## src/rtl/fetch_pipeline_if.sv

```systemverilog
// Fetch pipeline bus: groups the control inputs, memory port and status outputs
// of fetch_pipeline so they travel as one port.
//   master : drives STALL, CANCEL, JUMP, JUMP_ADDR, MEM_DATA; observes the rest
//   slave  : the pipeline itself (fetch_pipeline)
// RETIRED exists only when FETCH_RETIRE_COUNT_EN is defined.
interface fetch_pipeline_if #(
    parameter int unsigned ADDR_WIDTH = 16,
    parameter int unsigned DATA_WIDTH = 8,
    parameter int unsigned STAGES     = 2
);
    logic                         STALL;
    logic                         CANCEL;
    logic                         JUMP;
    logic [ADDR_WIDTH-1:0]        JUMP_ADDR;
    logic [DATA_WIDTH-1:0]        MEM_DATA;
    logic [ADDR_WIDTH-1:0]        MEM_ADDR;
    logic [ADDR_WIDTH-1:0]        PC;
    logic [STAGES*DATA_WIDTH-1:0] STAGE_OPCODES;
    logic [STAGES-1:0]            STAGE_VALID;
    logic                         HALT;
`ifdef FETCH_RETIRE_COUNT_EN
    logic [31:0]                  RETIRED;

    modport master (
        output STALL, CANCEL, JUMP, JUMP_ADDR, MEM_DATA,
        input  MEM_ADDR, PC, STAGE_OPCODES, STAGE_VALID, HALT, RETIRED
    );
    modport slave (
        input  STALL, CANCEL, JUMP, JUMP_ADDR, MEM_DATA,
        output MEM_ADDR, PC, STAGE_OPCODES, STAGE_VALID, HALT, RETIRED
    );
`else
    modport master (
        output STALL, CANCEL, JUMP, JUMP_ADDR, MEM_DATA,
        input  MEM_ADDR, PC, STAGE_OPCODES, STAGE_VALID, HALT
    );
    modport slave (
        input  STALL, CANCEL, JUMP, JUMP_ADDR, MEM_DATA,
        output MEM_ADDR, PC, STAGE_OPCODES, STAGE_VALID, HALT
    );
`endif
endinterface

```

## src/rtl/fetch_pipeline.sv

```systemverilog
// Instruction fetch pipeline: a PC feeding a STAGES-deep shift register of
// fetched words with per-stage valid bits, flush on JUMP/CANCEL, hold on STALL,
// and a sticky HALT once HALT_OPCODE reaches the last stage.
// Ports:
//   CLK  - clock, rising edge
//   RST  - asynchronous active-high reset
//   bus  - fetch_pipeline_if.slave (controls in, MEM_DATA in, MEM_ADDR/PC/
//          STAGE_OPCODES/STAGE_VALID/HALT[/RETIRED] out)
// Optional feature: define FETCH_RETIRE_COUNT_EN to add the 32-bit RETIRED
// counter.
// Control priority: RST > HALT > JUMP > CANCEL > STALL > advance.
module fetch_pipeline #(
    parameter int unsigned           ADDR_WIDTH  = 16,
    parameter int unsigned           DATA_WIDTH  = 8,
    parameter int unsigned           STAGES      = 2,
    parameter logic [ADDR_WIDTH-1:0] RESET_PC    = '0,
    parameter logic [DATA_WIDTH-1:0] NOP_OPCODE  = DATA_WIDTH'(8'h00),
    parameter logic [DATA_WIDTH-1:0] HALT_OPCODE = DATA_WIDTH'(8'hFF)
) (
    input logic              CLK,
    input logic              RST,
    fetch_pipeline_if.slave  bus
);

    typedef enum logic [0:0] {StRun, StHalted} state_e;

    state_e                state_q, state_d;
    logic [ADDR_WIDTH-1:0] pc_q, pc_d;
    logic [DATA_WIDTH-1:0] stage_q [STAGES];
    logic [DATA_WIDTH-1:0] stage_d [STAGES];
    logic [STAGES-1:0]     valid_q, valid_d;
    logic                  advance;

    always_comb begin
        state_d = state_q;
        pc_d    = pc_q;
        stage_d = stage_q;
        valid_d = valid_q;
        advance = 1'b0;
        unique case (state_q)
            StRun: begin
                if (bus.JUMP) begin
                    pc_d = bus.JUMP_ADDR;
                    for (int k = 0; k < STAGES; k++) stage_d[k] = NOP_OPCODE;
                    valid_d = '0;
                end else if (bus.CANCEL) begin
                    // The word fetched this cycle is dropped, but its slot is consumed.
                    pc_d = pc_q + ADDR_WIDTH'(1);
                    for (int k = 0; k < STAGES; k++) stage_d[k] = NOP_OPCODE;
                    valid_d = '0;
                end else if (!bus.STALL) begin
                    advance    = 1'b1;
                    pc_d       = pc_q + ADDR_WIDTH'(1);
                    stage_d[0] = bus.MEM_DATA;
                    valid_d[0] = 1'b1;
                    for (int k = 1; k < STAGES; k++) begin
                        stage_d[k] = stage_q[k-1];
                        valid_d[k] = valid_q[k-1];
                    end
                    // Halt on the edge that moves a valid HALT_OPCODE into the last stage.
                    if (valid_d[STAGES-1] && (stage_d[STAGES-1] == HALT_OPCODE)) begin
                        state_d = StHalted;
                    end
                end
            end
            StHalted: begin
                // Everything frozen until reset.
            end
            default: state_d = StRun;
        endcase
    end

    always_ff @(posedge CLK or posedge RST) begin
        if (RST) begin
            state_q <= StRun;
            pc_q    <= RESET_PC;
            for (int k = 0; k < STAGES; k++) stage_q[k] <= NOP_OPCODE;
            valid_q <= '0;
        end else begin
            state_q <= state_d;
            pc_q    <= pc_d;
            for (int k = 0; k < STAGES; k++) stage_q[k] <= stage_d[k];
            valid_q <= valid_d;
        end
    end

`ifdef FETCH_RETIRE_COUNT_EN
    logic [31:0] retired_q;

    // An instruction retires when a valid last stage is shifted out by an advance.
    always_ff @(posedge CLK or posedge RST) begin
        if (RST) begin
            retired_q <= '0;
        end else if (advance && valid_q[STAGES-1]) begin
            retired_q <= retired_q + 32'd1;
        end
    end

    assign bus.RETIRED = retired_q;
`else
    logic unused_advance;
    assign unused_advance = advance;
`endif

    assign bus.MEM_ADDR    = pc_q;
    assign bus.PC          = pc_q;
    assign bus.STAGE_VALID = valid_q;
    assign bus.HALT        = (state_q == StHalted);

    for (genvar g = 0; g < STAGES; g++) begin : g_pack
        assign bus.STAGE_OPCODES[g*DATA_WIDTH +: DATA_WIDTH] = stage_q[g];
    end

endmodule

```

## src/flat_wrapper.sv

```systemverilog
// flat-port wrapper written by rule: the top's interface ports become plain ports
module fetch_pipeline_flat 
#(
    parameter int unsigned           ADDR_WIDTH  = 16,
    parameter int unsigned           DATA_WIDTH  = 8,
    parameter int unsigned           STAGES      = 2,
    parameter logic [ADDR_WIDTH-1:0] RESET_PC    = '0,
    parameter logic [DATA_WIDTH-1:0] NOP_OPCODE  = DATA_WIDTH'(8'h00),
    parameter logic [DATA_WIDTH-1:0] HALT_OPCODE = DATA_WIDTH'(8'hFF)
)
  (CLK, RST, bus_STALL, bus_CANCEL, bus_JUMP, bus_JUMP_ADDR, bus_MEM_DATA, bus_MEM_ADDR, bus_PC, bus_STAGE_OPCODES, bus_STAGE_VALID, bus_HALT);
  fetch_pipeline_if #(.ADDR_WIDTH(ADDR_WIDTH), .DATA_WIDTH(DATA_WIDTH), .STAGES(STAGES)) bus_i ();
  input logic CLK;
  input logic RST;
  input wire logic [$bits(bus_i.STALL)-1:0] bus_STALL;
  input wire logic [$bits(bus_i.CANCEL)-1:0] bus_CANCEL;
  input wire logic [$bits(bus_i.JUMP)-1:0] bus_JUMP;
  input wire logic [$bits(bus_i.JUMP_ADDR)-1:0] bus_JUMP_ADDR;
  input wire logic [$bits(bus_i.MEM_DATA)-1:0] bus_MEM_DATA;
  output wire logic [$bits(bus_i.MEM_ADDR)-1:0] bus_MEM_ADDR;
  output wire logic [$bits(bus_i.PC)-1:0] bus_PC;
  output wire logic [$bits(bus_i.STAGE_OPCODES)-1:0] bus_STAGE_OPCODES;
  output wire logic [$bits(bus_i.STAGE_VALID)-1:0] bus_STAGE_VALID;
  output wire logic [$bits(bus_i.HALT)-1:0] bus_HALT;
  assign bus_i.STALL = bus_STALL;
  assign bus_i.CANCEL = bus_CANCEL;
  assign bus_i.JUMP = bus_JUMP;
  assign bus_i.JUMP_ADDR = bus_JUMP_ADDR;
  assign bus_i.MEM_DATA = bus_MEM_DATA;
  assign bus_MEM_ADDR = bus_i.MEM_ADDR;
  assign bus_PC = bus_i.PC;
  assign bus_STAGE_OPCODES = bus_i.STAGE_OPCODES;
  assign bus_STAGE_VALID = bus_i.STAGE_VALID;
  assign bus_HALT = bus_i.HALT;
  fetch_pipeline #(.ADDR_WIDTH(ADDR_WIDTH), .DATA_WIDTH(DATA_WIDTH), .STAGES(STAGES), .RESET_PC(RESET_PC), .NOP_OPCODE(NOP_OPCODE), .HALT_OPCODE(HALT_OPCODE)) u_core (.CLK(CLK), .RST(RST), .bus(bus_i));
endmodule
```

## config.mk

```make
export PLATFORM = sky130hd
export DESIGN_NAME = fetch_pipeline_flat
export DESIGN_NICKNAME = d
export VERILOG_FILES = /design/src/rtl/fetch_pipeline_if.sv /design/src/rtl/fetch_pipeline.sv /design/src/flat_wrapper.sv
export SDC_FILE = /design/constraint.sdc
export NUM_CORES = 1
export LEC_CHECK = 0
export ABC_AREA = 1
export CAP_MARGIN = 5
export CORE_MARGIN = 3
export CORE_UTILIZATION = 30
export CTS_BUF_LIST = sky130_fd_sc_hd__clkbuf_4
export CTS_CLUSTER_SIZE = 16
export DETAILED_ROUTE_END_ITERATION = 10
export DONT_BUFFER_PORTS = 1
export MAX_ROUTING_LAYER = met4
export PLACE_DENSITY = 0.54
export SYNTH_ARGS = -nofsm -noshare
export SYNTH_HDL_FRONTEND = slang
export SYNTH_SLANG_ARGS = --single-unit
export TNS_END_PERCENT = 20
```

## constraint.sdc

```tcl
create_clock -name CLK -period 3.9 [get_ports CLK]
set_clock_uncertainty 0.05 [all_clocks]
set_input_delay 0.585 -clock CLK [delete_from_list [all_inputs] [get_ports CLK]]
set_output_delay 0.585 -clock CLK [all_outputs]
set_load 0.05 [all_outputs]
```

; Word-level counts from Yosys, hierarchy flattened
; Index checks and enable logic that the tools add are counted.
[word_totals]
register_bits = 35
in_bits = 29
[classes]
bitwise_logic = 1
muxes = 14
add_sub_neg = 1
n_reduce_logical = 2
eq_ne = 2
[op_table]
columns = op, count
row1 = 16-bit 2-to-1 mux, 6
row2 = "16-bit by 1-bit adder with 16-bit output, second input constant", 1
row3 = "8-bit equality test, second input constant", 1
row4 = 2-bit 2-to-1 mux, 3
row5 = 1-bit 2-to-1 mux, 5
row6 = "3-bit by 1-bit != test with 1-bit output, second input constant", 1
row7 = 2-bit AND reduction, 1
row8 = 1-bit logical AND, 1
row9 = 1-bit inverter, 1

; Logic depth before layout (Yosys ltp)
; Gate-level depths: netlist of run 1.
[logic_depth]
word_depth = 7
depth_mapped = 8
depth_no_buf = 8

; Worst setup path after synthesis of run 1
; Ideal clock, no wire load.
[synth_timing]
path_kind = register to register
start = register u_core.pc_q[1] (netlist: u_core.bus.MEM_ADDR[1])
end = register u_core.pc_q[6] (netlist: u_core.bus.MEM_ADDR[6])
t_arrival_ps = 1591
required_time_ps = 3730
path_buffers = 0
synth_period_minus_slack_ps = 1761
path_stages_with_launch = 9
path_slack_ps = 2139
path_cell_list = dfrtp_1 ha_1 nand3_1 nor2_1 inv_1 o21ai_0 nand2_1 o21ai_0 inv_1
[synth_between]
elab_chain_len = 4
[synth_rtl]
columns = item, line
row1 = "start, declared", fetch_pipeline.sv:28  ; logic [ADDR_WIDTH-1:0] pc_q, pc_d;
row2 = "start signal, assigned", fetch_pipeline.sv:81  ; pc_q <= pc_d;
row3 = 16-bit by 1-bit adder with 16-bit output *, "fetch_pipeline.sv:48, fetch_pipeline.sv:53"
row4 = 16-bit 2-to-1 mux, fetch_pipeline.sv:51  ; end else if (!bus.STALL) begin
row5 = 16-bit 2-to-1 mux *, fetch_pipeline.sv:46  ; end else if (bus.CANCEL) begin
row6 = 16-bit 2-to-1 mux *, fetch_pipeline.sv:42  ; if (bus.JUMP) begin
; Every way passes the cells marked *; elsewhere a longest branch is shown, timed or not. The select of a mux whose other input is x is not followed.
; A chain may end at the register's enable or synchronous reset.

; Worst setup path after layout of run 1
[layout_timing]
start = register u_core.pc_q[2] (netlist: u_core.bus.MEM_ADDR[2])
end = register u_core.pc_q[6] (netlist: u_core.bus.MEM_ADDR[6])
; The elaborated chain is that of the path after synthesis.

==> impl_results.md, run 1 <==
* Status: complete, no violations
* Worst VDD drop at ~180 uV
* Chip Width at 87.3 microns
* Post-synthesis async set-or-reset flop share at 100%
* Worst Reg2Reg Path Length in Cells at 7
* Max-slew headroom at the worst pin at a little under a third
* H-tree depth at 2
* Clock sinks at 35
* Syn Inst Count at 277
* Min cycle time layout at 2220 ps
* Post-CTS Resized at 0
* Sw Share at 46.8%
* Post CTS Setup Buffer Count at 0
* Antenna violations before repair at 0
* Synth Cell Area at approximately 2000 sq um
* First-pass GRT wire length at 8040 microns
* Worst path required time at between 4000 and 5000 ps
* Final Wtd Congestion at 0.729
* Clock-pin slew on the worst setup and hold paths at 120 ps
* Number of flops mapped to enable cells by yosys at 0
* Vias per cell at 4.92
* Crit path kind: reg2reg
* Largest net degree at the start of global routing at 36
* Root Driver: clkbuf_4
* Largest cells by area after synthesis: dfrtp_1, nand2_1, o21ai_0
* Setup TNS at 0 ps
* Hold Path Class: in2async
* PwrDens at 468 nW/um^2
* Die area at 7630 sq um
* Maximum fanout along the worst path at 7
* Max-cap viol count at 0
* Layout cells sized above 1 at 7.09%
* Total wire length at 4970 microns
* Tot GR Track Use at 13.9%
* YS warnings at 0
* RSZ-0062 raised after global routing: false
* CTS Buf Count at 5
* Vias in the first global route at roughly 1600
* Int Power at 0.507 mW
* Max Slew Vio Count at 0
* Ys flop type: dfrtp_1
* # nets final at roughly 300
* CORE AREA at around 6400 sq um
* Largest area contributor in the netlist: dfrtp_1
* Syn_area_per_cell at 7.16 sq um
* Worst r2r src: u_core.bus.MEM_ADDR[2]
* CP arrival at 2420 ps
* Clock Path Buffers at 2
* Die height at 87.3 microns
* Final hold viol count at 0
* Worst flop-to-flop path endpoint: u_core.bus.MEM_ADDR[6]
* Remaining Overflow, GRT at 0
* Synthesis-to-finish area growth at 2.71%
* WHS at 160 ps
* Fill cells at 696
* Net count after synthesis at 307
* Post-cts hold buffer count at 0
* 1st-pass router iterations at 4
* Port Buffers at 0
* Endpoints failing setup at 0
* LEAKAGE at 0.991 nW
* Row cnt at 29
* Flop pwr share at 56.7%
* R2R Setup Slk at 1680 ps
* Fin crit share at 56.9%
* Fmax at 450 MHz
* Diode count at 0
* Logic pwr share at 21.3%
* Drt drc at 0
* Yosys reg bits at 35
* CTS tree: done
* HPWL after DPL at 3510 microns
* Antenna-violating nets left at 0
* Measured slew at the worst slew-check pin at 1030 ps
* Initial core utilization at 31.1%
* Avg WL per Cell at ~14 microns
* I/O pin count at 80
* Register area share after synthesis at 44.1%
* Yosys top cell area share at around 44%
* Setup crit end kind: register
* Clock network power share at ~22%
* 1st-iter DRT viols at 87
* Vias at 1698
* Nature of the critical path startpoint: register
* Yosys cell types at 22
* Switch Pwr at 0.447 mW
* Skew-Pair Late Insertion Delay at 350 ps
[metrics by stage]
step	cells	worst slack, ps	cell area (sq um)	utilization (%)	total power, mW
final	345	1680	2040	31.9	0.954
after floorplan	277	2140	1980	-	0.738
after CTS	345	1650	2040	31.9	0.966
after detailed placement	337	1640	1980	31.0	0.755
after global routing	345	1460	2040	31.9	1.00
after global placement	337	1650	1980	31.0	0.752
[power groups by stage]
| stage | Sequential [mW] | Clock (mW) | Combinational [mW] |
|---|---|---|---|
| after floorplan | 0.533 | 0 | 0.205 |
| after global placement | 0.549 | 0 | 0.203 |
| after detailed placement | 0.549 | 0 | 0.205 |
| after CTS | 0.542 | 0.218 | 0.206 |
| after global routing | 0.548 | 0.227 | 0.226 |
| final | 0.541 | 0.210 | 0.203 |
[state kept, by name, indices dropped and copies added, names as in the netlist]
name / flops
u_core.bus.STAGE_VALID: 2
u_core.bus.HALT: 1
u_core.bus.STAGE_OPCODES: 16
u_core.bus.MEM_ADDR: 16
[cell usage after synthesis, drive strengths merged (2+ instances only)]
library cell / number
nand2: 68
dfrtp: 35
inv: 35
o21ai: 35
nor2: 32
nand3: 24
buf: 21
a21oi: 11
clkbuf: 4
nand4: 4
nor3: 2
[layout by cell type (no fill, tap or decap), drive strengths merged]
master / Yosys / final
nand2: 68 / 68
o22ai: 1 / 1
nand3: 24 / 24
nor2: 32 / 32
a21oi: 11 / 11
o21bai: 1 / 1
clkinv: 1 / 3
ha: 1 / 1
dfrtp: 35 / 35
clkinvlp: 0 / 1
nand4: 4 / 4
inv: 35 / 35
or2: 1 / 1
o21ai: 35 / 35
buf: 21 / 8
clkbuf: 4 / 5
nor3: 2 / 2
a31oi: 1 / 1
[worst max-delay path by stage]
stage,from,to,depth (start not counted)
finish,u_core.bus.MEM_ADDR[2],u_core.bus.MEM_ADDR[6],7
CTS,u_core.bus.MEM_ADDR[2],u_core.bus.MEM_ADDR[6],7
floorplan,u_core.bus.MEM_ADDR[1],u_core.bus.MEM_ADDR[6],8
global route,u_core.bus.MEM_ADDR[2],u_core.bus.MEM_ADDR[10],7
global placement,bus_CANCEL,u_core.bus.MEM_ADDR[8],6
detailed placement,bus_CANCEL,u_core.bus.MEM_ADDR[6],6
[worst max-delay path, cell delays in order, from the launching register on]
cell     delay (ps)
dfrtp_1        1030
nand3_1         330
nor2_1          260
inv_1            80
o21ai_0         150
nand2_1          80
o21ai_0          80
inv_1            60
[cell families after synthesis]
group	count (synthesis)	synth area share [%]
AOI/OAI and AO/OA	49	13.2
adders and majority gates	1	0.630
buffers and inverters	61	14.9
DFF	35	44.1
and+or+nand+nor	131	27.2
[final cells by class]
| class | count | area [sq um] | area share, % |
|---|---|---|---|
| timing repair buffer | 8 | 60.1 | 2.95 |
| clock inverter | 3 | 20.0 | 0.982 |
| multi-input combinational | 181 | 813 | 39.9 |
| tap | 77 | 96.3 | 4.73 |
| clock buffer | 5 | 37.5 | 1.84 |
| inverter | 36 | 135 | 6.63 |
| sequential | 35 | 876 | 43.0 |
[per-layer routing]
layer / track usage (%) / wire [microns] / vias to the layer above
li1: - / - / 844
met1: 18.0 / 2260 / 783
met2: 20.6 / 2230 / 64
met3: 4.35 / 417 / 7
met4: 4.18 / 61 / 0
met5: - / 0 / -
(Power assumes the default switching activity.)
==> run 2, diff against run 1 <==
==> constraint.sdc (replaced) <==
create_clock -name CLK -period 2.3 [get_ports CLK]
set_clock_uncertainty 0.05 [all_clocks]
set_input_delay 0.345 -clock CLK [delete_from_list [all_inputs] [get_ports CLK]]
set_output_delay 0.345 -clock CLK [all_outputs]
set_load 0.05 [all_outputs]
==> impl_results.md, run 2 (synthesis results as in run 1) <==
* PwrDens at 820 nW/um^2
* Synthesis-to-finish area growth at 9.14%
* Layout cells sized above 1 at 11.4%
* Fmax at 572 MHz
* Finished Layout Cells at 358
* Max-slew headroom at the worst pin at 60.8%
* Hold path endpoint: u_core.bus.STAGE_OPCODES[3]
* Worst Reg2Reg Path Length in Cells at 4
* Tot GR Track Use at 14.5%
* Diode count at 0
* Sw Share at 43.2%
* Sum of buffers and inverters on the critical path at 1
* Port Buffers at 0
* Worst VDD drop at 369 uV
* H-tree depth at 2
* Die area at around 7600 sq um
* Setup crit end kind: register
* Drt drc at 0
* Nature of the critical path startpoint: register
* Post CTS Setup Buffer Count at 0
* CTS tree: done
* Critical path cell sequence: a21oi_4 -> buf_4 -> nand2_1 -> o21ai_0
* WHS Path Cells at 2
* 1st-iter DRT viols at 78
* Most frequent cells in the layout: nand2_1, dfrtp_1, inv_1
* Max Slew Vio Count at 0
* Initial core utilization at a little under a third
* Most common cell after layout, fill and taps aside: nand2_1
* Hold Crit Start: bus_MEM_DATA[3]
* Total wire length at 5090 microns
* Flop pwr share at a little over two fifths
* Switch Pwr at roughly 0.77 mW
* WHS at 90.2 ps
* Setup TNS at 0 ps
* Total chip power at 1.78 mW
* Worst path required time at 2510 ps
* Antenna violations before repair at 0
* Antenna-violating nets left at 0
* CP max stage cell: dfrtp_1
* CORE AREA at roughly 6400 sq um
* Int Power at around 1.0 mW
* Clock-pin slew on the worst setup and hold paths at ~130 ps
* Footprint of the multi-input gates at 813 sq um
* I/O pin count at 80
* Fill cells at 699
* R2R Setup Slk at 550 ps
* RSZ-0062 raised after global routing: false
* Top Layer Used: met4
* Row cnt at 29
* Clock Path Buffers at 2
* Vias at between 1500 and 2000
* Vias per cell at 4.89
* Worst flop-to-flop path endpoint: u_core.bus.STAGE_OPCODES[14]
* Logic pwr share at just over 30%
* Final hold viol count at 0
* Root Driver: clkbuf_4
* Met1 wire length at 2260 microns
* CTS Buf Count at 5
* Post-CTS Resized at 0
* Remaining Overflow, GRT at 0
* Met2 Wirelength at 2360 microns
* Clock sinks at 35
* Post-cts hold buffer count at 1
* Min cycle time layout at 1750 ps
* Status: complete, no violations
* Die height at 87.3 microns
* Max-cap viol count at 0
* LEAKAGE at 1.07 nW
* FF/Latch Area at ~880 sq um
* Vias in the first global route at 1769
* # nets final at 310
* Avg WL per Cell at about 14 microns
* Crit path kind: reg2reg
* Fin crit share at 76.0%
* Chip Width at 87.3 microns
* Skew-Pair Late Insertion Delay at 350 ps
* Worst r2r src: u_core.bus.HALT
* Met3 wire len at 428 microns
* 1st-pass router iterations at 5
* Endpoints failing setup at 0
* First-pass GRT wire length at 8450 microns
* HPWL after DPL at about 3600 microns
* Hold Path Class: in2reg
* Clock network power share at 26.8%
* CP peak stage delay at between 600 and 700 ps
* Maximum fanout along the worst path at 25
* Final core occ at 33.9%
* Final Wtd Congestion at 0.811
* Measured slew at the worst slew-check pin at 588 ps
* Placed Cells at approximately 350
* Largest net degree at the start of global routing at 36
* Top delay family on crit path: flip-flops
* CP arrival at 1960 ps
-- run 2: cell count changes in the layout (fill, tap and decap cells not counted), sizes merged --
cell and delta:
clkinvlp -1, dlygate4sd3 +1, clkinv -1, buf +12, inv +1, bufinv +1
-- run 2: worst max path at each step --
stage	startpoint	endpoint	slack (ps)	depth (start not counted)
finish	u_core.bus.HALT	u_core.bus.STAGE_OPCODES[14]	550	4
detailed placement	u_core.bus.HALT	u_core.bus.STAGE_OPCODES[14]	560	4
global placement	u_core.bus.HALT	u_core.bus.MEM_ADDR[5]	630	5
floorplan	u_core.bus.MEM_ADDR[1]	u_core.bus.MEM_ADDR[6]	540	8
CTS	u_core.bus.HALT	u_core.bus.STAGE_OPCODES[14]	520	4
global route	u_core.bus.HALT	u_core.bus.MEM_ADDR[6]	350	5
-- run 2: stage by stage --
stage	area [sq um]	setup slack, ps
4_1_cts	2170	519
5_1_grt	2170	354
3_5_place_dp	2070	563
2_1_floorplan	1980	539
6_report	2170	551
3_3_place_gp	2070	633
-- run 2: cell type report --
type	count	share of cell area [%]
clock buffers	5	1.73
inverters	36	6.24
flip-flops and latches	35	40.4
well taps	77	4.45
repair buffers	21	7.39
clock inverters	3	2.20
multi-input cells	181	37.6
-- run 2: power groups by stage --
stage | clock (mW) | sequential, mW | combinational, mW
3_5_place_dp | 0 | 0.771 | 0.544
4_1_cts | 0.500 | 0.760 | 0.546
2_1_floorplan | 0 | 0.903 | 0.348
3_3_place_gp | 0 | 0.772 | 0.539
5_1_grt | 0.529 | 0.767 | 0.587
6_report | 0.475 | 0.759 | 0.542
-- run 2: routing by layer --
metal | vias up | track usage (%)
met5 | - | -
met1 | 812 | 17.5
li1 | 869 | -
met4 | 0 | 4.60
met2 | 63 | 22.9
met3 | 5 | 4.73
-- run 2: worst register-to-register path: stages, from the launching register on --
cell and delay (ps):
dfrtp_1 610, a21oi_4 230, buf_4 280, nand2_1 260
o21ai_0 230
==> run 3, diff against run 2 <==
--- a/config.mk
+++ b/config.mk
@@ -14,7 +14,7 @@
 export DETAILED_ROUTE_END_ITERATION = 10
 export DONT_BUFFER_PORTS = 1
 export MAX_ROUTING_LAYER = met4
-export PLACE_DENSITY = 0.54
+export PLACE_DENSITY = 0.55
 export SYNTH_ARGS = -nofsm -noshare
 export SYNTH_HDL_FRONTEND = slang
 export SYNTH_SLANG_ARGS = --single-unit
==> constraint.sdc (replaced) <==
create_clock -name CLK -period 1.4 [get_ports CLK]
set_clock_uncertainty 0.05 [all_clocks]
set_input_delay 0.21 -clock CLK [delete_from_list [all_inputs] [get_ports CLK]]
set_output_delay 0.21 -clock CLK [all_outputs]
set_load 0.05 [all_outputs]
==> impl_results.md, run 3 (synthesis results as in run 1) <==
* Port Buffers at 0
* Measured slew at the worst slew-check pin at roughly 510 ps
* RSZ-0062 raised after global routing: true
* Largest net degree at the start of global routing at 36
* Vias at 1869
* Endpoints failing setup at 0
* Initial core utilization at 31.1%
* PwrDens at around 1200 nW/um^2
* Status: complete, no violations
* Clock Path Buffers at 2
* I/O pin count at 80
* LEAKAGE at 1.21 nW
* Layout cells sized above 1 at between 20% and 30%
* Worst VDD drop at slightly below 600 uV
* Hold Path Class: in2reg
* Antenna violations before repair at 0
* Vias per cell at about 4.8
* Avg WL per Cell at approximately 14 microns
* 1st-iter DRT viols at 81
* CTS tree: done
* Most frequent cells in the layout: nand2_1, inv_1, buf_4
* Total wire length at 5380 microns
* Tot GR Track Use at 15.2%
* H-tree depth at 2
* Antenna-violating nets left at 0
* Fmax at 723 MHz
* Final Wtd Congestion at about 0.85
* Remaining Overflow, GRT at 0
* CTS Buf Count at 5
* Max-cap viol count at 0
* Maximum fanout along the worst path at 5
* Final hold viol count at 0
* Diode count at 0
* HPWL after DPL at 3850 microns
* Worst path required time at 1140 ps
* Fin crit share at 98.7%
* Clock-pin slew on the worst setup and hold paths at 120 ps
* Min cycle time layout at between 1000 and 1500 ps
* Fill cells at 669
* Final WS setup at 17.8 ps
* Skew-Pair Late Insertion Delay at between 300 and 400 ps
* Max Slew Vio Count at 0
* Place WS at just under 50 ps
* First-pass GRT wire length at around 9000 microns
* Setup crit end kind: output pin
* Row cnt at 29
* Die height at 87.3 microns
* 1st-pass router iterations at 4
* Drt drc at 0
* Die area at 7630 sq um
* Chip Width at 87.3 microns
* Synthesis-to-finish area growth at 28.9%
* CP arrival at 1120 ps
* Crit path kind: reg2out
* Vias in the first global route at approximately 1900
* CORE AREA at around 6400 sq um
* Total chip power at 3.09 mW
* Nature of the critical path startpoint: register
* Clock sinks at 35
* Max-slew headroom at the worst pin at 65.9%
* # nets final at 339
* Root Driver: clkbuf_4
* Most common cell after layout, fill and taps aside: nand2_1
## run 3: per-layer routing
layer  wire length (microns)  vias to the layer above  global-route usage [%]  part of all wire (%)
met3                     493                        6                    4.92                   9.2
met4                      45                        0                    4.74                  0.84
met1                    2280                      859                    18.5                    42
met5                       0                        -                       -                     0
met2                    2560                       73                    24.0                    48
li1                        -                      931                       -                     -
## run 3: final cells by class
type                            count  area [sq um]  area share, %
Inverter                           36           138           5.38
Timing Repair Buffer               50           468           18.3
Tap cell                           77          96.3           3.77
Clock buffer                        6          45.0           1.76
Clock inverter                      2          37.5           1.47
Multi-Input combinational cell    181           882           34.5
Sequential cell                    35           892           34.9
## run 3: stage by stage
stage	utilization [%]	cells	cell area (sq um)	hold WS, ps	setup TNS (ps)
floorplan	-	277	2040	307	-435
global placement	35.6	366	2270	189	0
detailed placement	35.6	366	2270	199	0
CTS	38.8	385	2470	5.09	0
global route	40.1	387	2560	20.7	-436
finish	40.1	387	2560	16.8	0
## run 3: final timing paths
check	to	start	cells past startpoint	slack [ps]
setup / recovery	bus_MEM_ADDR[1]	u_core.bus.MEM_ADDR[1]	2	20
setup reg to reg	u_core.bus.MEM_ADDR[6]	u_core.bus.MEM_ADDR[1]	8	60
min in group asynchronous	u_core.bus.STAGE_OPCODES[11]	RST	3	380
hold reg to reg	u_core.bus.STAGE_VALID[0]	u_core.bus.STAGE_VALID[0]	2	480
max in group asynchronous	u_core.bus.MEM_ADDR[3]	RST	3	570
hold / removal	u_core.bus.HALT	bus_STALL	3	20
## run 3: power breakdown
| group | internal (mW) | switching (mW) |
|---|---|---|
| clock network | 0.396 | 0.364 |
| logic | 0.309 | 0.808 |
| registers | 1.10 | 0.116 |
| total | 1.80 | 1.29 |
## run 3: what timing repair did
| item | CTS | global route |
|---|---|---|
| buffers inserted | 0 | 2 |
| resized for setup | 2 | 24 |
| pin swaps | 0 | 5 |
| hold endpoints to repair | 44 | 0 |
| hold buffers | 11 | 0 |
| endpoints found under the setup margin | 4 | 26 |
## run 3: worst max-delay path, cell delays in order (launching register included)
cell and delay [ps]:
dfrtp_2 470, buf_4 150, buf_12 150
